==> config.mk <==
export PLATFORM = sky130hd
export DESIGN_NAME = uart_host_nic_ctrl_flat
export DESIGN_NICKNAME = d
export VERILOG_FILES = /design/src/rtl/uart_host_nic_ctrl_pkg.sv /design/src/rtl/uart_host_nic_ctrl_if.sv /design/src/rtl/uart_host_nic_ctrl_rr_arb2.sv /design/src/rtl/uart_host_nic_ctrl.sv /design/src/flat_wrapper.sv
export SDC_FILE = /design/constraint.sdc
export NUM_CORES = 1
export LEC_CHECK = 0
export ABC_AREA = 1
export CAP_MARGIN = 20
export CELL_PAD_IN_SITES_DETAIL_PLACEMENT = 1
export CELL_PAD_IN_SITES_GLOBAL_PLACEMENT = 1
export CORE_MARGIN = 3
export CORE_UTILIZATION = 33
export DETAILED_ROUTE_END_ITERATION = 16
export GPL_TIMING_DRIVEN = 0
export PLACE_DENSITY_LB_ADDON = 0.1
export SYNTH_ARGS = -nofsm -noshare
export SYNTH_HDL_FRONTEND = slang
export SYNTH_HIERARCHICAL = 1
export SYNTH_SLANG_ARGS = --single-unit
==> constraint.sdc <==
create_clock -name clk -period 2 [get_ports clk]
set_input_delay 0.4 -clock clk [delete_from_list [all_inputs] [get_ports clk]]
set_output_delay 0.4 -clock clk [all_outputs]
set_load 0.01 [all_outputs]
==> src/rtl/uart_host_nic_ctrl_pkg.sv <==
`default_nettype none
//==============================================================================
// Module      : uart_host_pkg
// Description : Shared types and defaults for the UART NIC host controller:
//               FSM state encoding, arbiter grant encoding, default widths.
// Revision    : 1.0 - initial release
//==============================================================================
package uart_host_pkg;

  localparam int DEF_DATA_W = 8;
  localparam int DEF_CNT_W  = 4;

  // Access FSM states
  typedef enum logic [1:0] {
    ST_IDLE = 2'd0,
    ST_WR   = 2'd1,
    ST_RD   = 2'd2,
    ST_CAP  = 2'd3
  } state_e;

  // Encoding of the arbiter's last-grant memory
  typedef enum logic {
    GNT_TX = 1'b0,
    GNT_RX = 1'b1
  } grant_e;

  // Bit positions in the arbiter request/grant vectors
  localparam int REQ_TX = 0;
  localparam int REQ_RX = 1;

endpackage
`default_nettype wire

==> src/rtl/uart_host_nic_ctrl_if.sv <==
`default_nettype none
//==============================================================================
// Module      : uart_host_nic_ctrl_if
// Description : NIC access port bundle. The host controller is the master
//               (drives strobes and write data); the NIC is the slave.
// Revision    : 1.0 - initial release
//==============================================================================
interface uart_host_nic_ctrl_if #(
  parameter int DATA_W = uart_host_pkg::DEF_DATA_W
);
  logic              nic_wr_en;
  logic [DATA_W-1:0] nic_wr_data;
  logic              nic_rd_en;
  logic [DATA_W-1:0] nic_rd_data;
  logic              nic_rx_valid;
  logic              nic_tx_full;

  modport master (
    output nic_wr_en, nic_wr_data, nic_rd_en,
    input  nic_rd_data, nic_rx_valid, nic_tx_full
  );

  modport slave (
    input  nic_wr_en, nic_wr_data, nic_rd_en,
    output nic_rd_data, nic_rx_valid, nic_tx_full
  );
endinterface
`default_nettype wire

==> src/rtl/uart_host_nic_ctrl_rr_arb2.sv <==
`default_nettype none
//==============================================================================
// Module      : uart_host_rr_arb2
// Description : Two-requester round-robin arbiter. On a tie the requester not
//               granted last wins; a lone requester always wins. The memory
//               of the last grant only moves when enabled and something wins.
// Revision    : 1.0 - initial release
//==============================================================================
module uart_host_rr_arb2
  import uart_host_pkg::*;
(
  input  logic       clk,
  input  logic       rst,
  input  logic       en_i,
  input  logic [1:0] req_i,
  output logic [1:0] gnt_o
);

  grant_e last_q;

  // One-hot grant; TX wins a tie when RX was served last
  always_comb begin
    gnt_o = 2'b00;
    if (en_i) begin
      if (req_i[REQ_TX] && req_i[REQ_RX]) begin
        gnt_o[REQ_TX] = (last_q == GNT_RX);
        gnt_o[REQ_RX] = (last_q == GNT_TX);
      end else begin
        gnt_o = req_i;
      end
    end
  end

  // Remember the winner; reset to RX so the first tie goes to TX
  always_ff @(posedge clk) begin
    if (rst) begin
      last_q <= GNT_RX;
    end else if (|gnt_o) begin
      last_q <= gnt_o[REQ_RX] ? GNT_RX : GNT_TX;
    end
  end

endmodule
`default_nettype wire

==> src/rtl/uart_host_nic_ctrl.sv <==
`default_nettype none
//==============================================================================
// Module      : uart_host_nic_ctrl
// Description : Host-side NIC access controller. Converts the send button and
//               the NIC receive flag into single-cycle write/read strobes,
//               round-robin shares the NIC port, captures received bytes for
//               the display and counts traffic.
//               Build option: define UART_HOST_CNT_SAT_EN to make the byte
//               counters saturate instead of wrapping.
// Revision    : 1.0 - initial release
//==============================================================================
module uart_host_nic_ctrl
  import uart_host_pkg::*;
#(
  parameter int DATA_W = DEF_DATA_W,
  parameter int CNT_W  = DEF_CNT_W
) (
  input  logic              clk,
  input  logic              rst,
  input  logic              send_btn,
  input  logic [DATA_W-1:0] send_data,
  uart_host_nic_ctrl_if.master nic,
  output logic [DATA_W-1:0] disp_data,
  output logic [CNT_W-1:0]  rx_count,
  output logic [CNT_W-1:0]  tx_count,
  output logic              tx_drop
);

  localparam logic [1:0] S_IDLE = ST_IDLE;
  localparam logic [1:0] S_WR   = ST_WR;
  localparam logic [1:0] S_RD   = ST_RD;
  localparam logic [1:0] S_CAP  = ST_CAP;

  logic [1:0]        state_q, state_d;
  logic              send_btn_q;
  logic              tx_pend_q;
  logic [DATA_W-1:0] tx_hold_q;
  logic              tx_drop_q;
  logic              wr_en_q, rd_en_q;
  logic [DATA_W-1:0] wr_data_q;
  logic [DATA_W-1:0] disp_q;
  logic [CNT_W-1:0]  rx_cnt_q, rx_cnt_d;
  logic [CNT_W-1:0]  tx_cnt_q, tx_cnt_d;
  logic [1:0]        gnt;
  logic              press, in_idle, in_wr, in_cap;

  assign press   = send_btn & ~send_btn_q;
  assign in_idle = (state_q == S_IDLE);
  assign in_wr   = (state_q == S_WR);
  assign in_cap  = (state_q == S_CAP);

  uart_host_rr_arb2 u_arb (
    .clk   (clk),
    .rst   (rst),
    .en_i  (in_idle),
    .req_i ({nic.nic_rx_valid, tx_pend_q & ~nic.nic_tx_full}),
    .gnt_o (gnt)
  );

`ifdef UART_HOST_CNT_SAT_EN
  assign tx_cnt_d = (&tx_cnt_q) ? tx_cnt_q : tx_cnt_q + CNT_W'(1);
  assign rx_cnt_d = (&rx_cnt_q) ? rx_cnt_q : rx_cnt_q + CNT_W'(1);
`else
  assign tx_cnt_d = tx_cnt_q + CNT_W'(1);
  assign rx_cnt_d = rx_cnt_q + CNT_W'(1);
`endif

  // Next state: grants only leave IDLE; every access returns to IDLE
  always_comb begin
    state_d = state_q;
    case (state_q)
      S_IDLE: begin
        if (gnt[REQ_TX])      state_d = S_WR;
        else if (gnt[REQ_RX]) state_d = S_RD;
      end
      S_WR:    state_d = S_IDLE;
      S_RD:    state_d = S_CAP;
      S_CAP:   state_d = S_IDLE;
      default: state_d = S_IDLE;
    endcase
  end

  // Edge detect and single-entry TX holding register; a press landing in
  // the WR cycle refills the slot instead of being dropped
  always_ff @(posedge clk) begin
    if (rst) begin
      send_btn_q <= 1'b0;
      tx_pend_q  <= 1'b0;
      tx_hold_q  <= '0;
      tx_drop_q  <= 1'b0;
    end else begin
      send_btn_q <= send_btn;
      tx_drop_q  <= press & tx_pend_q & ~in_wr;
      if (press && (!tx_pend_q || in_wr)) begin
        tx_pend_q <= 1'b1;
        tx_hold_q <= send_data;
      end else if (in_wr) begin
        tx_pend_q <= 1'b0;
      end
    end
  end

  // FSM and registered strobes, set at grant so they line up with WR/RD
  always_ff @(posedge clk) begin
    if (rst) begin
      state_q   <= S_IDLE;
      wr_en_q   <= 1'b0;
      rd_en_q   <= 1'b0;
      wr_data_q <= '0;
    end else begin
      state_q <= state_d;
      wr_en_q <= gnt[REQ_TX];
      rd_en_q <= gnt[REQ_RX];
      if (gnt[REQ_TX]) wr_data_q <= tx_hold_q;
    end
  end

  // Capture read data in CAP and count completed accesses
  always_ff @(posedge clk) begin
    if (rst) begin
      disp_q   <= '0;
      rx_cnt_q <= '0;
      tx_cnt_q <= '0;
    end else begin
      if (in_cap) begin
        disp_q   <= nic.nic_rd_data;
        rx_cnt_q <= rx_cnt_d;
      end
      if (in_wr) tx_cnt_q <= tx_cnt_d;
    end
  end

  assign nic.nic_wr_en   = wr_en_q;
  assign nic.nic_wr_data = wr_data_q;
  assign nic.nic_rd_en   = rd_en_q;
  assign disp_data       = disp_q;
  assign rx_count        = rx_cnt_q;
  assign tx_count        = tx_cnt_q;
  assign tx_drop         = tx_drop_q;

endmodule
`default_nettype wire

==> src/flat_wrapper.sv <==
// flat-port wrapper written by rule: the top's interface ports become plain ports
module uart_host_nic_ctrl_flat import uart_host_pkg::*;
#(
  parameter int DATA_W = DEF_DATA_W,
  parameter int CNT_W  = DEF_CNT_W
)
  (clk, rst, send_btn, send_data, disp_data, rx_count, tx_count, tx_drop, nic_nic_wr_en, nic_nic_wr_data, nic_nic_rd_en, nic_nic_rd_data, nic_nic_rx_valid, nic_nic_tx_full);
  uart_host_nic_ctrl_if #(.DATA_W(DATA_W)) nic_i ();
  input  logic clk;
  input  logic rst;
  input  logic send_btn;
  input  logic [DATA_W-1:0] send_data;
  output logic [DATA_W-1:0] disp_data;
  output logic [CNT_W-1:0] rx_count;
  output logic [CNT_W-1:0] tx_count;
  output logic tx_drop;
  output wire logic [$bits(nic_i.nic_wr_en)-1:0] nic_nic_wr_en;
  output wire logic [$bits(nic_i.nic_wr_data)-1:0] nic_nic_wr_data;
  output wire logic [$bits(nic_i.nic_rd_en)-1:0] nic_nic_rd_en;
  input wire logic [$bits(nic_i.nic_rd_data)-1:0] nic_nic_rd_data;
  input wire logic [$bits(nic_i.nic_rx_valid)-1:0] nic_nic_rx_valid;
  input wire logic [$bits(nic_i.nic_tx_full)-1:0] nic_nic_tx_full;
  assign nic_nic_wr_en = nic_i.nic_wr_en;
  assign nic_nic_wr_data = nic_i.nic_wr_data;
  assign nic_nic_rd_en = nic_i.nic_rd_en;
  assign nic_i.nic_rd_data = nic_nic_rd_data;
  assign nic_i.nic_rx_valid = nic_nic_rx_valid;
  assign nic_i.nic_tx_full = nic_nic_tx_full;
  uart_host_nic_ctrl #(.DATA_W(DATA_W), .CNT_W(CNT_W)) u_core (.clk(clk), .rst(rst), .send_btn(send_btn), .send_data(send_data), .nic(nic_i), .disp_data(disp_data), .rx_count(rx_count), .tx_count(tx_count), .tx_drop(tx_drop));
endmodule
==> impl_metrics.tcl, run 1 <==
set metrics [dict create \
    syn_inst 207 \
    syn_nets 230 \
    grt_pass1_wl_um 6610 \
    grt-ovfl-total 0 \
    end_kind "flip-flop" \
    drv_slew 0 \
    grt_start_max_net_pins 12 \
    final_cell_mix "60 x nor2_1, 47 x clkdlybuf4s50_1, 40 x dfxtp_1" \
    syn_area_per_cell_um2 7.79 \
    ios 48 \
    netlist.area_leader.share_pct 49.7 \
    finalWorstSetupSlack_ns 0.285 \
    fin_cells 327 \
    start_kind "primary input" \
    routed.top_layer "met4" \
    hold_viol 0 \
    dpl.cell_count 319 \
    die_w_um 75.9 \
    dieArea_um2 5760 \
    area_delta_synth_final_pct 40.0 \
    wl_met3_um 131 \
    fin_area_um2 2260 \
    ys_warn_count 6 \
    grt_pass1_vias 1494 \
    max-cap-violations 0 \
    fin_worst_skew_ns 0.00616 \
    first_iter_violations 12 \
    start_util_pct 35.6 \
    ir_worst_vdd_mv 0.304 \
    numCtsBuffers 5 \
    drive_above_1_share_pct 13.0 \
    p_per_area_nw_per_um2 780 \
    wl_um 3760 \
    ys_top_cells_by_area "dfxtp_1 50%, nor2_1 14%, o21ai_0 5.6%" \
    fin_crit_ns 1.72 \
    leakagePower_uw 0.000974 \
    ys_seq_elements 40 \
    layout_commonest_cell "nor2_1" \
    synth-seq-area-share_pct 49.7 \
    clkTransAtPathRegs_ns 0.07 \
    hold_class "reg2reg" \
    path_max_fanout 10 \
    cts_tree "yes" \
    multi_input_area_um2 666 \
    wl_per_cell_um 11.5 \
    nFillCells 560 \
    arrival_ns 1.89 \
    rsz0062_at_grt "false" \
    setup_viol 0 \
    post-route-util_pct 49.8 \
    seq_area_um2 801 \
    status "completed" \
    die_h_um 75.9 \
    insertion_delay_ns 0.29 \
    post_cts_buffers 0 \
    track_usage_pct 14.2 \
    post-synth-top-area-cell "dfxtp_1" \
    dp_slack_ns -0.266 \
    ctsRootBufferMaster "clkbuf_8" \
    crit_required_ns 2.18 \
    crit_type "in2reg" \
    routed_via_density 4.43 \
    worst_pin_slew_ns 0.423 \
    synth.distinct_cells 21 \
    htreeDepth 2 \
    fin_crit_sh_pct 85.8 \
    dpl_cell_area_um2 2160 \
    drc 0 \
    dpl.hpwl_um 2830 \
    antenna_cells 0 \
    nNetsFinal 284 \
    cts_buffer_depth 2 \
    vias 1449 \
    numClockSinks 40 \
    place_congestion 0.704 \
    max-slew-margin-rel_pct 71.8 \
    firstDrtPassIters 3 \
    antenna_found_initial 0 \
    port_buffers 47 \
    wl_met1_um 1690 \
    syn_area_um2 1610 \
    hold_ws_ns 0.479 \
    rows 24 \
    max_freq_mhz 583 \
    core_area_um2 4530 \
    drt.antenna.violating_nets 0 \
    dr_wl_met2_um 1900 \
]
[worst paths after layout]
| check | end | start | slack [ns] | depth (start not counted) |
|---|---|---|---|---|
| setup reg to reg | u_core/nic.nic_wr_data[4]$_SDFFE_PP0P_ | u_core/state_q[0]$_SDFFE_PP0P_ | 0.40 | 7 |
| hold reg to reg | u_core/rx_count[2]$_SDFFE_PP0N_ | u_core/rx_count[2]$_SDFFE_PP0N_ | 0.48 | 2 |
| hold / removal | u_core/rx_count[2]$_SDFFE_PP0N_ | u_core/rx_count[2]$_SDFFE_PP0N_ | 0.48 | 2 |
| setup / recovery | u_core/nic.nic_wr_data[4]$_SDFFE_PP0P_ | nic_nic_tx_full | 0.28 | 8 |
[kinds of logic (layout without fill, tap and decap cells)]
| kind of cell | Yosys count | after routing | synth area share (%) |
|---|---|---|---|
| buffers and inverters | 31 | 86 | 9.31 |
| adders and majority gates | 2 | 2 | 1.55 |
| xor gates and xnor gates | 2 | 2 | 1.09 |
| AOI/OAI and AO/OA | 31 | 31 | 11.7 |
| DFF | 40 | 40 | 49.7 |
| and+or+nand+nor | 101 | 101 | 26.7 |
[registers in the layout (all words and copies together) (netlist names)]
register and cells:
u_core/disp_data 8, u_core/nic.nic_rd_en 1, u_core/nic.nic_wr_data 8, u_core/nic.nic_wr_en 1, u_core/rx_count 4, u_core/send_btn_q 1, u_core/state_q 2, u_core/tx_count 4
u_core/tx_drop 1, u_core/tx_hold_q 8, u_core/tx_pend_q 1, u_core/u_arb/last_q 1
[synth_stat cells]
cell type	count
a21oi_1	4
a21oi_2	8
buf_2	5
buf_6	2
buf_8	1
clkbuf_2	1
dfxtp_1	40
ha_1	2
inv_1	20
inv_2	2
nand2_1	22
nand2_2	2
nand2_4	2
nand3_1	12
nand3_2	1
nor2_1	60
nor2_4	1
o21ai_0	18
o21ai_2	1
or2_2	1
xor2_1	2
[power by group]
| part | switching (uW) | total [uW] | internal (uW) |
|---|---|---|---|
| combinational | 159 | 322 | 163 |
| clock | 266 | 547 | 281 |
| sequential | 38.9 | 892 | 853 |
| total | 464 | 1760 | 1300 |
[worst max-delay path: stages]
cell,delay [ns]
clkdlybuf4s50_1,0.41
nor2_1,0.13
nand2_1,0.10
a21oi_2,0.35
inv_1,0.12
buf_2,0.21
nor2_1,0.12
nor2_1,0.06
[final cells by class]
cell class,count,share of cell area (%)
repair buffers,47,20.8
inverters,22,3.66
multi-input cells,136,29.5
flip-flops and latches,40,35.5
plain buffers,9,2.99
well taps,65,3.60
clock buffers,8,3.99
[metal layers]
layer,up-vias,track usage (%)
li1,747,-
met1,662,16.0
met2,35,25.5
met3,5,4.50
met4,0,4.35
met5,-,0
[stage by stage]
stage / setup TNS [ns] / total power (uW)
finish: 0 / 1760
global route: 0 / 1870
CTS: 0 / 1800
detailed placement: -2.39 / 1240
global placement: -2.20 / 1230
floorplan: 0 / 1090
[what timing repair did]
| action | in CTS | in global routing |
|---|---|---|
| gates resized for setup | 0 | 1 |
| setup endpoints to repair | 0 | 8 |
| hold buffers | 0 | 0 |
Note: power is estimated with default switching activity, not from simulation.
==> inputs of run 2 (changes only) <==
CORE_ASPECT_RATIO = 0.8   (was default)
==> run 2 against run 1 <==
Register-to-register slack improved by 0.03 ns; clock power decreased by 6.4%; total power decreased by 2.0%; fmax increased by 1.7%; die area about the same; clock-buffer cell count decreased by 2; sequential cell count unchanged; critical endpoint is now u_core/nic.nic_wr_data[1]$_SDFFE_PP0P_.
==> impl_metrics.tcl, run 2 (synthesized netlist as in run 1, its figures left out) <==
set metrics [dict create \
    ir_worst_vdd_mv 0.329 \
    hold_viol 0 \
    area_delta_synth_final_pct 38.9 \
    arrival_ns 1.87 \
    wl_met1_um 1860 \
    wl_um 3740 \
    drc 0 \
    wl_per_cell_um 11.7 \
    critPathBufInv 3 \
    final_cell_mix "60 x nor2_1, 47 x clkdlybuf4s50_1, 40 x dfxtp_1" \
    seq_area_um2 801 \
    worst_pin_slew_ns 0.382 \
    end_kind "flip-flop" \
    start_util_pct 34.7 \
    setup_viol 0 \
    dr_wl_met2_um 1690 \
    place_congestion 0.703 \
    fin_crit_sh_pct 84.3 \
    clkTransAtPathRegs_ns 0.08 \
    max_stage_delay_ns 0.41 \
    rsz0062_at_grt "false" \
    numClockSinks 40 \
    p_per_area_nw_per_um2 770 \
    ios 48 \
    rows 22 \
    finalWorstSetupSlack_ns 0.314 \
    grt_pass1_vias 1387 \
    htreeDepth 2 \
    die_w_um 84.2 \
    post_cts_buffers 0 \
    path_max_fanout 10 \
    die_h_um 68.5 \
    fin_cells 321 \
    max-cap-violations 0 \
    track_usage_pct 14.1 \
    dpl.hpwl_um 2800 \
    max-slew-margin-rel_pct 74.5 \
    grt_pass1_wl_um 6400 \
    fin_worst_skew_ns 0.00505 \
    grt-ovfl-total 0 \
    antenna_found_initial 0 \
    drv_slew 0 \
    routed_via_density 4.48 \
    dp_slack_ns -0.213 \
    cts_buffer_depth 2 \
    wl_met3_um 144 \
    ctsRootBufferMaster "clkbuf_8" \
    firstDrtPassIters 2 \
    leakagePower_uw 0.000970 \
    hold_class "reg2reg" \
    vias 1439 \
    start_kind "primary input" \
    fin_crit_ns 1.69 \
    crit_type "in2reg" \
    nFillCells 582 \
    crit_required_ns 2.19 \
    port_buffers 47 \
    dieArea_um2 5770 \
    insertion_delay_ns 0.29 \
    nNetsFinal 284 \
    crit_chain "clkdlybuf4s50_1 > nor2_1 > nand2_1 > a21oi_2 > inv_1 > buf_2 > nor2_1 > nor2_1" \
    grt_start_max_net_pins 12 \
    dpl.cell_count 314 \
    critPathSlowestCell "clkdlybuf4s50_1" \
    max_freq_mhz 593 \
    routed.top_layer "met4" \
    multi_input_area_um2 666 \
    antenna_cells 0 \
    critPathMostFrequentCell "nor2_1" \
    first_iter_violations 27 \
    layout_commonest_cell "nor2_1" \
    drive_above_1_share_pct 13.0 \
    cts_tree "yes" \
    status "completed" \
    cpLargestDelayFamily "buffers and inverters" \
    numCtsBuffers 5 \
    drt.antenna.violating_nets 0 \
    core_area_um2 4650 \
]
-- run 2: cell count changes in the layout (fill, tap and decap cells not counted) --
cell      delta
clkbuf_1     -1
clkbuf_8     -1
clkinv_2     +1
-- run 2: routing by layer --
layer / GRT usage, % / vias to the layer above
met3: 3.80 / 5
met2: 22.8 / 26
met1: 18.2 / 660
met4: 5.42 / 0
li1: - / 748
met5: 0 / -
-- run 2: worst paths after layout --
check	from	end	slack [ns]	depth (start not counted)
setup / recovery	nic_nic_tx_full	u_core/nic.nic_wr_data[1]$_SDFFE_PP0P_	0.31	8
hold / removal	u_core/disp_data[0]$_SDFFE_PP0N_	u_core/disp_data[0]$_SDFFE_PP0N_	0.49	2
setup reg to reg	u_core/tx_pend_q$_SDFFE_PP0P_	u_core/nic.nic_wr_data[1]$_SDFFE_PP0P_	0.43	8
hold reg to reg	u_core/disp_data[0]$_SDFFE_PP0N_	u_core/disp_data[0]$_SDFFE_PP0N_	0.49	2
-- run 2: through the flow --
step	power, uW	instance area [um2]	util (%)	setup TNS, ns	hold WS (ns)
6_report	1720	2240	48.1	0	0.490
5_1_grt	1830	2240	48.1	0	0.514
4_1_cts	1760	2240	48.1	0	0.494
3_3_place_gp	1230	2160	46.4	-1.45	0.464
3_5_place_dp	1240	2160	46.4	-1.78	0.476
2_1_floorplan	1090	1610	-	0	0.461
-- run 2: worst reg2reg max path, cell delays in order (launching register included) --
cell	delay [ns]
dfxtp_1	0.38
inv_1	0.05
nor2_1	0.13
nand2_1	0.11
a21oi_2	0.32
inv_1	0.10
buf_2	0.20
nor2_1	0.13
nor2_1	0.06
-- run 2: layout make-up --
class / instances / share of cell area (%)
buffer: 9 / 3.02
timing repair buffer: 47 / 21.0
multi-input combinational: 136 / 29.7
inverter: 22 / 3.69
sequential: 40 / 35.8
tap: 60 / 3.35
clock buffer: 6 / 3.24
clock inverter: 1 / 0.223
-- run 2: where the power goes --
group | switching [uW] | internal, uW
Sequential | 40.1 | 853
Clock | 275 | 237
Combinational | 158 | 163
-- run 2: timing repair --
action	in CTS	in global routing
resized for setup	0	1
hold buffers	0	0
setup endpoints to repair	0	9
